File: config.mk
export PLATFORM = sky130hd
export DESIGN_NAME = grid_placer_eval_flat
export DESIGN_NICKNAME = d
export VERILOG_FILES = /design/src/rtl/grid_placer_eval_if.sv /design/src/rtl/grid_placer_eval.sv /design/src/flat_wrapper.sv
export SDC_FILE = /design/constraint.sdc
export NUM_CORES = 2
export LEC_CHECK = 0
export ABC_AREA = 0
export ABC_CLOCK_PERIOD_IN_PS = 10800
export BUFFER_PORTS_ARGS = -buffer_cell sky130_fd_sc_hd__buf_2
export CAP_MARGIN = 5
export CORE_MARGIN = 2
export CORE_UTILIZATION = 47
export CTS_CLUSTER_SIZE = 40
export DETAILED_ROUTE_END_ITERATION = 6
export PLACE_DENSITY_LB_ADDON = 0.2
export SKIP_CTS_REPAIR_TIMING = 1
export SYNTH_ARGS = -nofsm -noshare
export SYNTH_HDL_FRONTEND = slang
export SYNTH_SLANG_ARGS = --single-unit
File: constraint.sdc
create_clock -name clk -period 10.8 [get_ports clk]
set_input_delay 0.54 -clock clk [delete_from_list [all_inputs] [get_ports clk]]
set_output_delay 0.54 -clock clk [all_outputs]
set_load 0.02 [all_outputs]
File: src/rtl/grid_placer_eval_if.sv
// Bundles the run handshake, position preload/readback and edge-ROM signals of grid_placer_eval.
interface grid_placer_eval_if #(
  parameter int unsigned NODE_W = 8,
  parameter int unsigned COST_W = 32
);
  logic              start;
  logic              rand_place;
  logic [1:0]        mode;
  logic              seed_load;
  logic [31:0]       seed_in;
  logic              pos_wr;
  logic [NODE_W-1:0] pos_wr_addr;
  logic [NODE_W-1:0] pos_wr_x;
  logic [NODE_W-1:0] pos_wr_y;
  logic              edge_rd;
  logic [31:0]       edge_addr;
  logic [NODE_W-1:0] edge_a;
  logic [NODE_W-1:0] edge_b;
  logic [NODE_W-1:0] pos_rd_addr;
  logic [NODE_W-1:0] pos_x;
  logic [NODE_W-1:0] pos_y;
  logic              busy;
  logic              done;
  logic              fail;
  logic              bad_edge;
  logic [COST_W-1:0] cost;
  logic [COST_W-1:0] max_len;
  logic [31:0]       cycles;

  modport master (
    output start, rand_place, mode, seed_load, seed_in, pos_wr, pos_wr_addr, pos_wr_x, pos_wr_y,
           edge_a, edge_b, pos_rd_addr,
    input  edge_rd, edge_addr, pos_x, pos_y, busy, done, fail, bad_edge, cost, max_len, cycles
  );

  modport slave (
    input  start, rand_place, mode, seed_load, seed_in, pos_wr, pos_wr_addr, pos_wr_x, pos_wr_y,
           edge_a, edge_b, pos_rd_addr,
    output edge_rd, edge_addr, pos_x, pos_y, busy, done, fail, bad_edge, cost, max_len, cycles
  );
endinterface

File: src/rtl/grid_placer_eval.sv
// Random/preloaded grid placement followed by edge-list wirelength evaluation.
// Define PLACER_CYCLE_COUNT_EN to build the run-length counter on the cycles output.
module grid_placer_eval #(
  parameter int unsigned ROWS      = 8,
  parameter int unsigned COLS      = 8,
  parameter int unsigned N_NODES   = 16,
  parameter int unsigned N_EDGES   = 32,
  parameter int unsigned NODE_W    = 8,
  parameter int unsigned MAX_TRIES = 64,
  parameter logic [31:0] SEED      = 32'hACE12F35,
  parameter int unsigned COST_W    = 32
) (
  input logic               clk,
  input logic               reset,
  grid_placer_eval_if.slave bus
);
  localparam int unsigned CELLS  = ROWS * COLS;
  localparam int unsigned CELL_W = (CELLS > 1) ? $clog2(CELLS) : 1;
  localparam int unsigned NIDX_W = (N_NODES > 1) ? $clog2(N_NODES) : 1;
  localparam logic [31:0] TAPS   = 32'h80200003;

  if (N_NODES > CELLS) begin : g_cfg_check
    $error("grid_placer_eval: N_NODES exceeds ROWS*COLS");
  end

  typedef enum logic [3:0] {
    StIdle, StClear, StGen, StTry, StEvalReq, StEvalWait, StEvalPos, StEvalAcc, StDone
  } state_e;

  state_e            state_q, state_d;
  logic [31:0]       lfsr_q, lfsr_nxt;
  logic [CELLS-1:0]  occ_q;
  logic [NODE_W-1:0] pos_x_q [N_NODES];
  logic [NODE_W-1:0] pos_y_q [N_NODES];
  logic [NODE_W-1:0] cand_x_q, cand_y_q;
  logic [CELL_W-1:0] cand_cell;
  logic              cand_hit;
  logic [31:0]       node_q, tries_q, clr_q, edge_idx_q;
  logic [1:0]        mode_q;
  logic [NODE_W-1:0] ea_q, eb_q, xa_q, ya_q, xb_q, yb_q;
  logic              a_ok, b_ok, rd_ok;
  logic              fail_q, bad_q;
  logic [COST_W-1:0] cost_q, max_q, len;
  logic [NODE_W-1:0] rd_x_q, rd_y_q;
  logic [NODE_W:0]   dx, dy;
  logic [NODE_W+1:0] len_w;
  logic [COST_W:0]   sum;

  assign lfsr_nxt  = lfsr_q[0] ? ((lfsr_q >> 1) ^ TAPS) : (lfsr_q >> 1);
  assign cand_cell = CELL_W'(32'(cand_y_q) * COLS + 32'(cand_x_q));
  assign cand_hit  = occ_q[cand_cell];
  assign a_ok      = 32'(ea_q) < N_NODES;
  assign b_ok      = 32'(eb_q) < N_NODES;
  assign rd_ok     = 32'(bus.pos_rd_addr) < N_NODES;

  always_ff @(posedge clk) begin
    if (reset) state_q <= StIdle;
    else       state_q <= state_d;
  end

  always_comb begin
    state_d = state_q;
    unique case (state_q)
      StIdle:     if (bus.start) state_d = bus.rand_place ? StClear : StEvalReq;
      StClear:    if (clr_q == CELLS - 1) state_d = StGen;
      StGen:      state_d = StTry;
      StTry: begin
        if (!cand_hit)                       state_d = (node_q == N_NODES - 1) ? StEvalReq : StGen;
        else if (tries_q + 1 == MAX_TRIES)   state_d = StDone;
        else                                 state_d = StGen;
      end
      StEvalReq:  state_d = (edge_idx_q == N_EDGES) ? StDone : StEvalWait;
      StEvalWait: state_d = StEvalPos;
      StEvalPos:  state_d = StEvalAcc;
      StEvalAcc:  state_d = StEvalReq;
      StDone:     state_d = StIdle;
      default:    state_d = StIdle;
    endcase
  end

  always_comb begin
    bus.busy    = 1'b1;
    bus.done    = 1'b0;
    bus.edge_rd = 1'b0;
    unique case (state_q)
      StIdle:    bus.busy = 1'b0;
      StDone: begin
        bus.busy = 1'b0;
        bus.done = 1'b1;
      end
      StEvalReq: bus.edge_rd = (edge_idx_q != N_EDGES);
      default:   ;
    endcase
  end

  // Edge length at NODE_W+2 bits; mode 3 falls through to Manhattan.
  always_comb begin
    dx = (xa_q >= xb_q) ? ({1'b0, xa_q} - {1'b0, xb_q}) : ({1'b0, xb_q} - {1'b0, xa_q});
    dy = (ya_q >= yb_q) ? ({1'b0, ya_q} - {1'b0, yb_q}) : ({1'b0, yb_q} - {1'b0, ya_q});
    unique case (mode_q)
      2'd1:    len_w = (dx >= dy) ? {1'b0, dx} : {1'b0, dy};
      2'd2:    len_w = {1'b0, dx >> 1} + {1'b0, dy >> 1}
                       + (NODE_W + 2)'(dx[0]) + (NODE_W + 2)'(dy[0]);
      default: len_w = {1'b0, dx} + {1'b0, dy};
    endcase
    len = COST_W'(len_w);
    sum = {1'b0, cost_q} + {1'b0, len};
  end

  always_ff @(posedge clk) begin
    if (reset) begin
      lfsr_q     <= SEED;
      occ_q      <= '0;
      for (int i = 0; i < N_NODES; i++) begin
        pos_x_q[i] <= '0;
        pos_y_q[i] <= '0;
      end
      cand_x_q   <= '0;
      cand_y_q   <= '0;
      node_q     <= '0;
      tries_q    <= '0;
      clr_q      <= '0;
      edge_idx_q <= '0;
      mode_q     <= '0;
      ea_q       <= '0;
      eb_q       <= '0;
      xa_q       <= '0;
      ya_q       <= '0;
      xb_q       <= '0;
      yb_q       <= '0;
      fail_q     <= 1'b0;
      bad_q      <= 1'b0;
      cost_q     <= '0;
      max_q      <= '0;
      rd_x_q     <= '0;
      rd_y_q     <= '0;
    end else begin
      rd_x_q <= rd_ok ? pos_x_q[bus.pos_rd_addr[NIDX_W-1:0]] : '0;
      rd_y_q <= rd_ok ? pos_y_q[bus.pos_rd_addr[NIDX_W-1:0]] : '0;
      unique case (state_q)
        StIdle: begin
          if (bus.seed_load) lfsr_q <= (bus.seed_in == '0) ? SEED : bus.seed_in;
          if (bus.pos_wr && (32'(bus.pos_wr_addr) < N_NODES)) begin
            pos_x_q[bus.pos_wr_addr[NIDX_W-1:0]] <= bus.pos_wr_x;
            pos_y_q[bus.pos_wr_addr[NIDX_W-1:0]] <= bus.pos_wr_y;
          end
          if (bus.start) begin
            mode_q     <= bus.mode;
            fail_q     <= 1'b0;
            bad_q      <= 1'b0;
            cost_q     <= '0;
            max_q      <= '0;
            node_q     <= '0;
            tries_q    <= '0;
            clr_q      <= '0;
            edge_idx_q <= '0;
          end
        end
        StClear: begin
          occ_q[clr_q[CELL_W-1:0]] <= 1'b0;
          clr_q                    <= clr_q + 32'd1;
        end
        StGen: begin
          lfsr_q   <= lfsr_nxt;
          cand_x_q <= NODE_W'(32'(lfsr_nxt[15:0]) % COLS);
          cand_y_q <= NODE_W'(32'(lfsr_nxt[31:16]) % ROWS);
        end
        StTry: begin
          if (!cand_hit) begin
            occ_q[cand_cell]              <= 1'b1;
            pos_x_q[node_q[NIDX_W-1:0]] <= cand_x_q;
            pos_y_q[node_q[NIDX_W-1:0]] <= cand_y_q;
            tries_q                       <= '0;
            node_q                        <= node_q + 32'd1;
          end else begin
            tries_q <= tries_q + 32'd1;
            if (tries_q + 1 == MAX_TRIES) begin
              fail_q <= 1'b1;
              cost_q <= '1;
              max_q  <= '0;
            end
          end
        end
        StEvalWait: begin
          ea_q <= bus.edge_a;
          eb_q <= bus.edge_b;
        end
        StEvalPos: begin
          xa_q <= a_ok ? pos_x_q[ea_q[NIDX_W-1:0]] : '0;
          ya_q <= a_ok ? pos_y_q[ea_q[NIDX_W-1:0]] : '0;
          xb_q <= b_ok ? pos_x_q[eb_q[NIDX_W-1:0]] : '0;
          yb_q <= b_ok ? pos_y_q[eb_q[NIDX_W-1:0]] : '0;
        end
        StEvalAcc: begin
          if (!(a_ok && b_ok)) begin
            bad_q <= 1'b1;
          end else begin
            cost_q <= sum[COST_W] ? '1 : sum[COST_W-1:0];
            if (len > max_q) max_q <= len;
          end
          edge_idx_q <= edge_idx_q + 32'd1;
        end
        default: ;
      endcase
    end
  end

  assign bus.edge_addr = edge_idx_q;
  assign bus.pos_x     = rd_x_q;
  assign bus.pos_y     = rd_y_q;
  assign bus.fail      = fail_q;
  assign bus.bad_edge  = bad_q;
  assign bus.cost      = cost_q;
  assign bus.max_len   = max_q;

`ifdef PLACER_CYCLE_COUNT_EN
  logic [31:0] cycles_q;

  // Starts at 1 so the accepting cycle is included in the count.
  always_ff @(posedge clk) begin
    if (reset) begin
      cycles_q <= '0;
    end else if (state_q == StIdle) begin
      if (bus.start) cycles_q <= 32'd1;
    end else if (cycles_q != '1) begin
      cycles_q <= cycles_q + 32'd1;
    end
  end

  assign bus.cycles = cycles_q;
`else
  assign bus.cycles = '0;
`endif
endmodule

File: src/flat_wrapper.sv
// flat-port wrapper written by rule: the top's interface ports become plain ports
module grid_placer_eval_flat 
#(
  parameter int unsigned ROWS      = 8,
  parameter int unsigned COLS      = 8,
  parameter int unsigned N_NODES   = 16,
  parameter int unsigned N_EDGES   = 32,
  parameter int unsigned NODE_W    = 8,
  parameter int unsigned MAX_TRIES = 64,
  parameter logic [31:0] SEED      = 32'hACE12F35,
  parameter int unsigned COST_W    = 32
)
  (clk, reset, bus_start, bus_rand_place, bus_mode, bus_seed_load, bus_seed_in, bus_pos_wr, bus_pos_wr_addr, bus_pos_wr_x, bus_pos_wr_y, bus_edge_a, bus_edge_b, bus_pos_rd_addr, bus_edge_rd, bus_edge_addr, bus_pos_x, bus_pos_y, bus_busy, bus_done, bus_fail, bus_bad_edge, bus_cost, bus_max_len, bus_cycles);
  grid_placer_eval_if #(.NODE_W(NODE_W), .COST_W(COST_W)) bus_i ();
  input logic clk;
  input logic reset;
  input wire logic [$bits(bus_i.start)-1:0] bus_start;
  input wire logic [$bits(bus_i.rand_place)-1:0] bus_rand_place;
  input wire logic [$bits(bus_i.mode)-1:0] bus_mode;
  input wire logic [$bits(bus_i.seed_load)-1:0] bus_seed_load;
  input wire logic [$bits(bus_i.seed_in)-1:0] bus_seed_in;
  input wire logic [$bits(bus_i.pos_wr)-1:0] bus_pos_wr;
  input wire logic [$bits(bus_i.pos_wr_addr)-1:0] bus_pos_wr_addr;
  input wire logic [$bits(bus_i.pos_wr_x)-1:0] bus_pos_wr_x;
  input wire logic [$bits(bus_i.pos_wr_y)-1:0] bus_pos_wr_y;
  input wire logic [$bits(bus_i.edge_a)-1:0] bus_edge_a;
  input wire logic [$bits(bus_i.edge_b)-1:0] bus_edge_b;
  input wire logic [$bits(bus_i.pos_rd_addr)-1:0] bus_pos_rd_addr;
  output wire logic [$bits(bus_i.edge_rd)-1:0] bus_edge_rd;
  output wire logic [$bits(bus_i.edge_addr)-1:0] bus_edge_addr;
  output wire logic [$bits(bus_i.pos_x)-1:0] bus_pos_x;
  output wire logic [$bits(bus_i.pos_y)-1:0] bus_pos_y;
  output wire logic [$bits(bus_i.busy)-1:0] bus_busy;
  output wire logic [$bits(bus_i.done)-1:0] bus_done;
  output wire logic [$bits(bus_i.fail)-1:0] bus_fail;
  output wire logic [$bits(bus_i.bad_edge)-1:0] bus_bad_edge;
  output wire logic [$bits(bus_i.cost)-1:0] bus_cost;
  output wire logic [$bits(bus_i.max_len)-1:0] bus_max_len;
  output wire logic [$bits(bus_i.cycles)-1:0] bus_cycles;
  assign bus_i.start = bus_start;
  assign bus_i.rand_place = bus_rand_place;
  assign bus_i.mode = bus_mode;
  assign bus_i.seed_load = bus_seed_load;
  assign bus_i.seed_in = bus_seed_in;
  assign bus_i.pos_wr = bus_pos_wr;
  assign bus_i.pos_wr_addr = bus_pos_wr_addr;
  assign bus_i.pos_wr_x = bus_pos_wr_x;
  assign bus_i.pos_wr_y = bus_pos_wr_y;
  assign bus_i.edge_a = bus_edge_a;
  assign bus_i.edge_b = bus_edge_b;
  assign bus_i.pos_rd_addr = bus_pos_rd_addr;
  assign bus_edge_rd = bus_i.edge_rd;
  assign bus_edge_addr = bus_i.edge_addr;
  assign bus_pos_x = bus_i.pos_x;
  assign bus_pos_y = bus_i.pos_y;
  assign bus_busy = bus_i.busy;
  assign bus_done = bus_i.done;
  assign bus_fail = bus_i.fail;
  assign bus_bad_edge = bus_i.bad_edge;
  assign bus_cost = bus_i.cost;
  assign bus_max_len = bus_i.max_len;
  assign bus_cycles = bus_i.cycles;
  grid_placer_eval #(.ROWS(ROWS), .COLS(COLS), .N_NODES(N_NODES), .N_EDGES(N_EDGES), .NODE_W(NODE_W), .MAX_TRIES(MAX_TRIES), .SEED(SEED), .COST_W(COST_W)) u_core (.clk(clk), .reset(reset), .bus(bus_i));
endmodule
# After elaboration in Yosys (flattened, before gate mapping)
# Memories as Yosys holds them, arrays and structs flattened. A register that Yosys moved wholly into a read port is not among the register bits.
# Index checks and enable logic that the tools add are counted.
# word_totals
reg_bits	350
elab_cells	191
ramBits	256
memories	2
# classes
eq_ne	24
magnitude_cmp	12
bitwise_logic	5
mux	84
n_addsub	14
n_reduce_logical	30
# mem_list
memory	depth	width	rd	rd_ports_with_merged_regs	write_ports	line_no	rtl
u_core.pos_x_q	16	8	3	3	16	grid_placer_eval.sv:33	logic [NODE_W-1:0] pos_x_q [N_NODES];
u_core.pos_y_q	16	8	3	3	16	grid_placer_eval.sv:34	logic [NODE_W-1:0] pos_y_q [N_NODES];
# ops
cell	count
32-bit 2-to-1 mux	14
32-bit case mux with 2 select lines	5
32-bit case mux with 3 select lines	2
32-bit by 1-bit adder with 32-bit output, second input constant	4
64-bit case mux with 2 select lines	1
4-bit 2-to-1 mux	17
64-bit AND	1
32-bit by 6-bit == test with 1-bit output, second input constant	2
64-bit 2-to-1 mux	1
8-bit 2-to-1 mux	8
64-bit NOT	1
64-bit OR	1
8-bit by 8-bit subtractor with 9-bit output	4
32-bit by 10-bit adder with 33-bit output	1
32-bit by 4-bit == test with 1-bit output, second input constant	1
32-bit by 7-bit == test with 1-bit output, second input constant	1
10-bit by 32-bit greater-than comparator with 1-bit output	1
32-bit logical NOT	1
8-bit by 5-bit < comparator with 1-bit output, second input constant	4
32-bit by 6-bit inequality test with 1-bit output, second input constant	1
4-bit case mux with 8 select lines	1
8-bit OR reduction	4
9-bit 2-to-1 mux	3
1-bit 2-to-1 mux	24
other kinds (33)	66

# Depth between registers and ports, before layout
# logic_depth
depth_word	10
ltp_mapped	33

# Worst setup path after synthesis
# Ideal clock, no wire load.
# synth_timing
path_type	reg-to-reg
startpoint	register u_core.xb_q[3]
endpoint	register u_core.cost_q[28] (netlist: u_core.bus.cost[28])
n_path_buf	2
t_arrival_ns	6.496
path_stages_with_launch	31
synth_period_minus_slack_ns	6.630
path_slack_ns	4.170
cell_sequence	dfxtp_1 > inv_1 > ha_1 > clkbuf_1 > nand4_1 > o21bai_1 > a21o_1 > clkbuf_1 > mux2i_1 > xor2_1 > inv_1 > ha_1 > a211o_1 > a31oi_1 > o21ai_0 > a21oi_1 > mux2i_1 > a221oi_1 > a21oi_1 > ha_1 > inv_1 > fa_1 > nor2b_1 > o21ai_0 > a21oi_1 > nor3_1 > o31ai_1 > nand4_1 > or3_1 > o21ai_0 > a211oi_1
# synth_between
elab_chain_len	10
# synth_lines
element	line_no	rtl
start: declaration	grid_placer_eval.sv:40	logic [NODE_W-1:0] ea_q, eb_q, xa_q, ya_q, xb_q, yb_q;
start signal: assignment	grid_placer_eval.sv:191	xb_q <= b_ok ? pos_x_q[eb_q[NIDX_W-1:0]] : '0;
8-bit by 8-bit subtractor with 9-bit output / 8-bit >= comparator (equally long branches)	grid_placer_eval.sv:98	dx = (xa_q >= xb_q) ? ({1'b0, xa_q} - {1'b0, xb_q}) : ({1'b0, xb_q} - {1'b0, xa_q});
9-bit 2-to-1 mux (*)	grid_placer_eval.sv:98	
8-bit by 8-bit adder with 9-bit output	grid_placer_eval.sv:102	2'd2: len_w = {1'b0, dx >> 1} + {1'b0, dy >> 1}
10-bit by 1-bit adder with 10-bit output (2 in series)	grid_placer_eval.sv:103	+ (NODE_W + 2)'(dx[0]) + (NODE_W + 2)'(dy[0]);
10-bit case mux with 2 select lines (*)	grid_placer_eval.sv:100	unique case (mode_q)
32-bit by 10-bit adder with 33-bit output (*)	grid_placer_eval.sv:107	sum = {1'b0, cost_q} + {1'b0, len};
32-bit 2-to-1 mux (*)	grid_placer_eval.sv:198	cost_q <= sum[COST_W] ? '1 : sum[COST_W-1:0];
32-bit 2-to-1 mux (*)	grid_placer_eval.sv:195	if (!(a_ok && b_ok)) begin
32-bit case mux with 3 select lines (*)	grid_placer_eval.sv:140	unique case (state_q)
end signal: assignment	grid_placer_eval.sv:198	
end: declaration	grid_placer_eval.sv:43	logic [COST_W-1:0] cost_q, max_q, len;
# Every way passes the cells marked *; elsewhere a longest branch is shown, timed or not. The select of a mux whose other input is x is not followed.
# A chain may end at the register's enable or synchronous reset.

# Worst setup path after layout
# layout_timing
startpoint	register u_core.yb_q[1]
endpoint	register u_core.cost_q[28] (netlist: u_core.bus.cost[28])
# layout_between
elab_chain_len	10
# layout_lines
element	line_no	rtl
start: declaration	grid_placer_eval.sv:40	
start signal: assignment	grid_placer_eval.sv:192	yb_q <= b_ok ? pos_y_q[eb_q[NIDX_W-1:0]] : '0;
8-bit by 8-bit subtractor with 9-bit output / 8-bit >= comparator (equally long branches)	grid_placer_eval.sv:99	dy = (ya_q >= yb_q) ? ({1'b0, ya_q} - {1'b0, yb_q}) : ({1'b0, yb_q} - {1'b0, ya_q});
9-bit 2-to-1 mux (*)	grid_placer_eval.sv:99	
8-bit by 8-bit adder with 9-bit output	grid_placer_eval.sv:102	
10-bit by 1-bit adder with 10-bit output (2 in series)	grid_placer_eval.sv:103	
10-bit case mux with 2 select lines (*)	grid_placer_eval.sv:100	
32-bit by 10-bit adder with 33-bit output (*)	grid_placer_eval.sv:107	
32-bit 2-to-1 mux (*)	grid_placer_eval.sv:198	
32-bit 2-to-1 mux (*)	grid_placer_eval.sv:195	
32-bit case mux with 3 select lines (*)	grid_placer_eval.sv:140	
# Marked as above.

==> out/metrics.yaml <==
timing:
  tns_ns: 0
  maxSlewHeadroom_pct: 20.66
  hold_viol: 0
  setup-violations-final: 0
  fin_crit_sh_pct: 71.44
  worst_slew_pin_slew_ns: 1.182
  report.final.slew_viol_count: 0
  fmax_ghz: 0.1296
  period_minus_slack_ns: 7.715
  rsz0062_at_grt: "no"
  finClkSkew_ns: 0.04055
die:
  die_x_um: 278.8
  chipHeight_um: 278.8
  io_pins: 237
  floorplan.initialDensity_pct: 47.60
  core_mm2: 0.07457
  rows: 100
  die-area_mm2: 0.07774
pwr:
  p_per_area_mw_per_mm2: 157.2
  p_leak_nw: 13.98
  ir_drop_mv: 0.1172
setup_path:
  cp.arrival_ns: 8.16
  crit_family: "compound AO/OA/AOI/OAI gates"
  reg2reg_slack_ns: 3.08
  cp-end-kind: "register"
  cp_max_fo: 8
  cpMaxStageDelayCell: "o31ai_1"
  crit_required_ns: 11.25
  cp_num_buf_inv: 3
  worstReg2RegEnd: "u_core.bus.cost[28]"
  r2r_start: "u_core.yb_q[1]"
  r2r_cells: 29
  cp-start-kind: "register"
  max_stage_delay_ns: 0.63
  criticalPathCategory: "register to register"
clock_tree:
  insertion_delay_ns: 0.64
  cts_sinks: 608
  cts_made_buffers: 71
  cts_buffer_depth: 3
  ctsHtreeMaxLevel: 3
  clk_pin_slew_ns: 0.06
  cts_tree: "built"
  cts_root_buffer: "clkbuf_16"
min_path:
  hold_class: "input port to register"
  hold_end: "u_core.ea_q[4]"
  hold_start: "bus_edge_a[4]"
  min_path_cells: 3
synth:
  avgSynthCellArea_um2: 10.29
  synth_ff_type: "dfxtp_1"
  synth_edf_count: 256
  synthArstFlopShare_pct: 0
  synth_common_cells: "nor2_1 (471), dfxtp_1 (352), edfxtp_1 (256)"
  synth.cell_area_mm2: 0.03550
  ys_seq_elements: 608
  syn_inst: 3451
  yosys.area.top_type: "edfxtp_1"
  synth.most_common_cell: "nor2_1"
  synth_top_area_share_pct: 21.66
  yosys_warnings: 0
  synthDistinctLibCells: 103
  ys_seq_area_share_pct: 41.51
  synth_area_leaders: "edfxtp_1 (22%), dfxtp_1 (20%), mux4_2 (16%), nor2_1 (5.0%), a21oi_1 (3.1%)"
placed_design:
  portBuffers: 182
  place_area_mm2: 0.03692
  hpwl_um: 69900
  place_congestion: 0.9105
finish:
  syn2layout_area_growth_pct: 11.06
  post-route-cell-area_mm2: 0.03943
  drive_gt1_share_pct: 21.27
  nets: 3698
grt:
  grt_pass1_wl_um: 163700
  grt_pass1_vias: 27110
  grt_overflow: 0
  grt_usage_pct: 27.31
  grt_max_degree: 95
  antenna_found_initial: 9
routing:
  drc_errors: 0
  ant_nets: 0
  viasPerCell: 6.283
  vias: 28610
  drt_iter0_markers: 3192
  wl_per_cell_um: 23.66
  firstDrtPassIters: 5
  routed_wirelength_um: 107700
outcome:
  status: "completed"
flow_run:
  drv_cap: 0
how the worst max path moves through the flow:
stage | from | to | slack (ns) | cells past startpoint
floorplan | u_core.xb_q[3] | u_core.bus.cost[28] | 4.17 | 30
global placement | u_core.yb_q[1] | u_core.bus.cost[28] | 3.30 | 29
detailed placement | u_core.yb_q[1] | u_core.bus.cost[28] | 3.13 | 29
CTS | u_core.yb_q[1] | u_core.bus.cost[25] | 3.10 | 30
global route | u_core.yb_q[1] | u_core.bus.cost[25] | 2.39 | 30
finish | u_core.yb_q[1] | u_core.bus.cost[28] | 3.08 | 29
power by group:
part	switching (mW)	total (mW)	internal [mW]
registers	0.0757	2.55	2.48
logic	0.685	1.07	0.386
clock network	1.04	2.58	1.53
cell usage in the layout, fill, tap and decap left out, types with 33 or more instances in the layout:
cell       synthesis  layout
a211oi_1          64      64
edfxtp_1         256     256
nor3_1            69      69
o21ai_0           92      92
ha_1              78      78
mux2i_1           33      33
buf_2             38     180
dfxtp_1          352     348
a21oi_1          222     220
nand3_1          103     103
nor2_2            40      40
nand2_1          224     223
buf_4             66      72
nand4_1           43      43
xnor2_1           36      36
conb_1             1      54
clkbuf_16          0      71
nor2_1           471     471
nor4_1            45      45
and3_1            35      35
mux4_2           250     250
inv_1            116     116
nor2b_1           39      39
a22oi_1           55      55
xor2_1            38      38
through the flow:
| stage | utilization, % | hold slack, ns | setup slack, ns | total power, mW | cells |
|---|---|---|---|---|---|
| 6_report | 52.87 | 0.1521 | 3.085 | 6.196 | 4554 |
| 5_1_grt | 52.86 | 0.1488 | 2.392 | 6.420 | 4552 |
| 4_1_cts | 52.86 | 0.1186 | 3.102 | 6.219 | 4551 |
| 3_5_place_dp | 49.51 | 0.4442 | 3.125 | 3.654 | 4420 |
| 3_3_place_gp | 49.51 | 0.4406 | 3.302 | 3.649 | 4420 |
| 2_1_floorplan | - | 0.4308 | 4.170 | 3.357 | 3504 |
flip-flops by register name, summed over array words and instances (netlist names), 4 cells and up, named ones only:
name	flops
u_core.pos_x_q	128
u_core.pos_y_q	128
u_core.occ_q	64
u_core.bus.cost	32
u_core.bus.edge_addr	32
u_core.clr_q	32
u_core.lfsr_q	32
u_core.node_q	32
u_core.tries_q	32
u_core.bus.max_len	10
u_core.bus.pos_x	8
u_core.bus.pos_y	8
u_core.ea_q	8
u_core.eb_q	8
u_core.xa_q	8
u_core.xb_q	8
u_core.ya_q	8
u_core.yb_q	8
u_core.state_q	4
worst register-to-register path, delay by kind of cell (launching register included):
kind,cells,cell delay (ns)
adders and majority gates,4,1.33
AOI/OAI and AO/OA,13,3.22
buffers and inverters,3,0.26
xor gates and xnor gates,1,0.29
and+or+nand+nor,7,1.78
muxes,1,0.24
DFF,1,0.40
layer usage:
metal	vias up	GRT usage (%)	part of all wire (%)	wire, um
li1	12950	-	-	-
met1	14020	37.47	41	44330
met2	1369	43.23	46	49530
met3	264	5.497	9.3	10070
met4	14	9.471	3.5	3726
met5	-	0	0.083	89
cell families (layout without fill, tap and decap cells):
| kind of cell | after synthesis | count (layout) | share of synthesized area [%] |
|---|---|---|---|
| AO/OA/AOI/OAI | 700 | 700 | 13.08 |
| XOR/XNOR | 74 | 74 | 1.826 |
| adder cells (fa/ha/maj) | 86 | 86 | 3.200 |
| buffers and inverters | 424 | 502 | 5.530 |
| flip-flops | 608 | 608 | 41.51 |
| multiplexers | 313 | 313 | 17.88 |
| other | 1 | 57 | 0.01056 |
| AND/OR/NAND/NOR | 1245 | 1245 | 16.97 |
layout make-up:
class	instances	area, um^2
clock inverter	42	563.0
antenna	3	7.507
fill	6680	35150
multi-input combinational	2472	19060
inverter	118	442.9
clock buffer	89	1934
tap	969	1212
timing repair buffer	253	1456
sequential	608	14740
(Power assumes the default switching activity.)
